File: config.mk
export PLATFORM = sky130hd
export DESIGN_NAME = hilo_muldiv_unit
export DESIGN_NICKNAME = d
export VERILOG_FILES = /design/src/rtl/hilo_muldiv_unit.sv
export SDC_FILE = /design/constraint.sdc
export NUM_CORES = 1
export LEC_CHECK = 0
export CAP_MARGIN = 30
export CORE_ASPECT_RATIO = 1.5
export CORE_MARGIN = 8
export CORE_UTILIZATION = 60
export DETAILED_ROUTE_END_ITERATION = 16
export DONT_BUFFER_PORTS = 1
export PLACE_DENSITY = 0.72
export SKIP_CTS_REPAIR_TIMING = 1
export SYNTH_ARGS = -nofsm -noshare
export SYNTH_HDL_FRONTEND = slang
export SYNTH_SLANG_ARGS = --single-unit
File: constraint.sdc
create_clock -name clk -period 8.8 [get_ports clk]
set_clock_uncertainty 0.2 [all_clocks]
set_input_delay 1.76 -clock clk [delete_from_list [all_inputs] [get_ports clk]]
set_output_delay 1.76 -clock clk [all_outputs]
set_load 0.01 [all_outputs]
File: src/rtl/hilo_muldiv_unit.sv
// hilo_muldiv_unit: iterative unsigned multiply/divide beside the EX-stage ALU.
// It owns the HI/LO pair. MULTU and DIVU each take one bit per cycle.
// MTHI and MTLO write HI or LO directly, and HI/LO are always visible for MFHI/MFLO.
//
// Handshake: start is a single-cycle request, qualified by funct, and it is
// only accepted while the FSM is IDLE; a start seen in RUN or FIN is dropped.
// busy is high for the whole RUN phase. done is a one-cycle pulse in the cycle
// where hi/lo first show the new result.
module hilo_muldiv_unit #(
    parameter int WIDTH = 32,
    parameter int CNT_W = 6
) (
    input  logic             clk,
    input  logic             rst,
    input  logic             start,
    input  logic [5:0]       funct,
    input  logic [WIDTH-1:0] src_a,
    input  logic [WIDTH-1:0] src_b,
    output logic             busy,
    output logic             done,
    output logic [WIDTH-1:0] hi,
    output logic [WIDTH-1:0] lo
);

    typedef enum logic [1:0] {
        IDLE = 2'd0,
        RUN  = 2'd1,
        FIN  = 2'd2
    } state_t;

    localparam logic [5:0]       F_MTHI  = 6'd17;
    localparam logic [5:0]       F_MTLO  = 6'd19;
    localparam logic [5:0]       F_MULTU = 6'd25;
    localparam logic [5:0]       F_DIVU  = 6'd27;
    localparam logic [CNT_W-1:0] LAST    = CNT_W'(WIDTH - 1);

    state_t state;
    logic [CNT_W-1:0] count;
    logic             is_div;

    // Working registers shared by both algorithms.
    //   multiply: work_hi = partial-product accumulator,
    //             work_lo = multiplier being shifted out,
    //             operand = multiplicand.
    //   divide:   work_hi = partial remainder,
    //             work_lo = dividend shifting out / quotient shifting in,
    //             operand = divisor.
    logic [WIDTH-1:0] work_hi;
    logic [WIDTH-1:0] work_lo;
    logic [WIDTH-1:0] operand;

    logic [WIDTH-1:0] next_hi;
    logic [WIDTH-1:0] next_lo;
    logic [WIDTH:0]   add_sum;
    logic [WIDTH:0]   shifted;
    logic [WIDTH:0]   diff;

    // One iteration step: shift-add for multiply, restoring subtract for divide.
    // A zero divisor never borrows, so it naturally yields quotient = all ones
    // and remainder = dividend.
    always_comb begin
        add_sum = {1'b0, work_hi} + (work_lo[0] ? {1'b0, operand} : '0);
        shifted = {work_hi, work_lo[WIDTH-1]};
        diff    = shifted - {1'b0, operand};
        next_hi = add_sum[WIDTH:1];
        next_lo = {add_sum[0], work_lo[WIDTH-1:1]};
        if (is_div) begin
            if (!diff[WIDTH]) begin
                next_hi = diff[WIDTH-1:0];
                next_lo = {work_lo[WIDTH-2:0], 1'b1};
            end else begin
                next_hi = shifted[WIDTH-1:0];
                next_lo = {work_lo[WIDTH-2:0], 1'b0};
            end
        end
    end

    // Control FSM with registered busy/done and HI/LO update.
    always_ff @(posedge clk) begin
        if (rst) begin
            state   <= IDLE;
            busy    <= 1'b0;
            done    <= 1'b0;
            hi      <= '0;
            lo      <= '0;
            count   <= '0;
            is_div  <= 1'b0;
            work_hi <= '0;
            work_lo <= '0;
            operand <= '0;
        end else begin
            case (state)
                IDLE: begin
                    done <= 1'b0;
                    if (start) begin
                        case (funct)
                            F_MULTU: begin
                                work_hi <= '0;
                                work_lo <= src_b;
                                operand <= src_a;
                                is_div  <= 1'b0;
                                count   <= '0;
                                busy    <= 1'b1;
                                state   <= RUN;
                            end
                            F_DIVU: begin
                                work_hi <= '0;
                                work_lo <= src_a;
                                operand <= src_b;
                                is_div  <= 1'b1;
                                count   <= '0;
                                busy    <= 1'b1;
                                state   <= RUN;
                            end
                            F_MTHI: begin
                                hi    <= src_a;
                                done  <= 1'b1;
                                state <= FIN;
                            end
                            F_MTLO: begin
                                lo    <= src_a;
                                done  <= 1'b1;
                                state <= FIN;
                            end
                            default: ;
                        endcase
                    end
                end
                RUN: begin
                    work_hi <= next_hi;
                    work_lo <= next_lo;
                    count   <= count + CNT_W'(1);
                    if (count == LAST) begin
                        hi    <= next_hi;
                        lo    <= next_lo;
                        busy  <= 1'b0;
                        done  <= 1'b1;
                        state <= FIN;
                    end
                end
                FIN: begin
                    done  <= 1'b0;
                    state <= IDLE;
                end
                default: begin
                    busy  <= 1'b0;
                    done  <= 1'b0;
                    state <= IDLE;
                end
            endcase
        end
    end

endmodule

==> results.cfg <==
[status]
status = completed

[floorplan]
dieArea_um2 = 24700
io_pins = 139
start_util_pct = 60.7
dieWidth_um = 131
chipHeight_um = 189
core_um2 = 19600
fp-row-count = 63

[sta]
final.period_utilization_pct = 51.1
worstMarginPinSlew_ns = 1.01
final-hold-violation-count = 0
setup_violations = 0
tns_ns = 0
max_freq_ghz = 0.223
min_period_ns = 4.49
fin_ws_ns = 4.31
rsz0062_at_grt = false
finalMaxSlewViolations = 0
slew_headroom_pct = 32.6

[worst_setup_path]
worst_setup_path_start_kind = register
worstReg2RegStart = work_lo[31]
crit_start = work_lo[31]
critPathSlowestCell = buf_4
arrival_ns = 4.57
cp_common_cell = inv_1
path_cells = inv_1 > ha_1 > inv_1 > fa_1 > a211oi_1 > o21a_1 > a211oi_2 > nor3_2 > o31a_1 > xnor2_4 > buf_4 > mux2_2 > a22oi_1 > a311oi_1
critPathRequiredTime_ns = 8.88
cp_max_fo = 39
cpPeakStageDelay_ns = 0.45
endpoint_kind = register
path_class = reg -> reg

[logic_synthesis]
syn_inst = 1631
ys.flop_type = dfxtp_1
synth.net_count = 1771
postSynth.asyncResetShare_pct = 0
synthTopCellsByArea = dfxtp_1 29%, nand2_1 9.2%, a21oi_1 8.3%, ha_1 6.8%, a311oi_1 5.3%
synth-seq-area-share_pct = 28.7
synth_top_area_share_pct = 28.7
yosysUniqueCellTypes = 68
synth_edf_count = 0
ys_warn_count = 0
synth.ff_latch_count = 171
synth_top_area_cell = dfxtp_1
synth.avg_cell_area_um2 = 7.31
yosysMostFrequentCell = nand2_1
synth_area_um2 = 11900
synth.cells.most_frequent = 292 x nand2_1, 197 x a21oi_1, 171 x dfxtp_1

[min_path]
hp-class = reg -> reg
min_from = work_hi[13]

[pwr]
leakage_nw = 4.99
peakVddDrop_mv = 0.148
totalPowerFinal_mw = 1.78
p_per_area_nw_per_um2 = 141

[clock_network]
tritoncts = yes
ctsRootBufferMaster = clkbuf_16
cts.reportedPaths.clkPinSlew_ns = 0.07
cts_buffer_depth = 2
clkLatencyLatePin_ns = 0.43
clkSinkCount = 171
cts_made_buffers = 17
htreeDepth = 4

[detailed_routing]
drt_first_iter_violations = 1046
dr.pass1.iters = 6
vias = 11756
drc = 0
wl_per_cell_um = 20.7
wirelength_mm = 37.7
drtAntennaViolNets = 0
avgViaCountPerCell = 6.46

[placed_design]
dp_slack_ns = 4.36
dp_hpwl_mm = 27.7
finalWeightedCongestion = 0.997
port_buffers = 0
place_inst = 1786

[grt]
grtUsageMet3_pct = 8.15
grt_busiest_layer = met2
grt_pass1_vias = 10880
grt_overflow = 0
antenna_found_initial = 0
grt_pass1_wl_mm = 59.7
grt_use_met1_pct = 39.5
grt_max_degree = 176
grt_usage_pct = 30.4
gr-usage-met2_pct = 47.0

[final_layout]
multi_input_area_um2 = 7900
layout-area-overhead-vs-synth_pct = 5.80
instances_no_fill = 1819
seq_area_um2 = 3430
antennaDiodeCount = 0
finalNetCount = 1686
drive_above_1_share_pct = 6.74
n_fill_cell = 1780

[job]
max-cap-violations = 0
routing by layer:
| metal | wire length [um] | share of wire [%] | vias to the layer above |
|---|---|---|---|
| met5 | 0 | 0 | - |
| met2 | 17200 | 46 | 536 |
| met4 | 1140 | 3.0 | 0 |
| met3 | 4010 | 11 | 63 |
| met1 | 15300 | 41 | 5468 |
| li1 | - | - | 5689 |
sequential cells by signal, indices dropped and copies added (netlist names):
signal   cells
operand     32
done         1
is_div       1
work_lo     32
count        6
lo          32
work_hi     32
hi          32
state        2
busy         1
final timing paths:
path	depth (start not counted)	slack [ns]	endpoint
worst min register to register	2	0.31	work_hi[13]
worst min-delay path	2	0.31	work_hi[13]
worst max-delay path	14	4.31	hi[23]
worst max register to register	14	4.31	hi[23]
power by group:
part | internal (mW) | switching (mW)
logic | 0.0680 | 0.118
registers | 0.781 | 0.0104
clock network | 0.481 | 0.325
logic make-up (layout without fill, tap and decap cells):
group / after synthesis / count (layout) / synth area share, %
buf+inv: 167 / 95 / 5.45
xor+xnor: 53 / 53 / 3.96
mux: 48 / 48 / 4.37
compound gates: 502 / 502 / 27.4
simple gates: 623 / 623 / 22.9
flops: 171 / 171 / 28.7
fa+ha+maj: 67 / 67 / 7.16
area by class of cell:
type | instances | area share, %
sequential | 171 | 27.2
multi-input combinational | 1293 | 62.6
clock buffer | 17 | 3.37
tap | 260 | 2.58
timing repair buffer | 15 | 1.21
clock inverter | 15 | 1.65
inverter | 48 | 1.43
placed cells by master, fill, tap and decap left out, types with 9 or more instances in the layout:
| master | n |
|---|---|
| nand2b_1 | 10 |
| and2_1 | 38 |
| nand4_1 | 14 |
| buf_4 | 12 |
| o211ai_1 | 21 |
| nand2_1 | 292 |
| nor3_1 | 30 |
| o21ai_0 | 57 |
| o21a_1 | 15 |
| and3_1 | 13 |
| nor2_1 | 150 |
| dfxtp_1 | 170 |
| mux2i_1 | 16 |
| a21o_1 | 28 |
| mux2_2 | 32 |
| xor2_1 | 23 |
| a21oi_1 | 197 |
| ha_1 | 65 |
| a31oi_1 | 28 |
| clkbuf_16 | 17 |
| xnor2_1 | 29 |
| nand3_1 | 31 |
| a311oi_1 | 72 |
| a211oi_1 | 9 |
| inv_1 | 47 |
| o21bai_1 | 11 |
worst max-delay path, delay by kind of cell, from the launching register on:
| family | cells | cell delay [ns] |
|---|---|---|
| compound gates | 6 | 1.61 |
| xor+xnor | 1 | 0.14 |
| fa+ha+maj | 2 | 0.64 |
| buf+inv | 3 | 0.65 |
| flops | 1 | 0.31 |
| mux | 1 | 0.41 |
| simple gates | 1 | 0.36 |
stage by stage:
step | area [um^2] | hold slack, ns | utilization (%)
floorplan | 11900 | 0.265 | -
global placement | 11900 | 0.290 | 60.7
detailed placement | 12000 | 0.289 | 60.9
CTS | 12600 | 0.301 | 64.1
global route | 12600 | 0.320 | 64.3
finish | 12600 | 0.307 | 64.3
No activity file was read; power rests on OpenSTA's default activity.
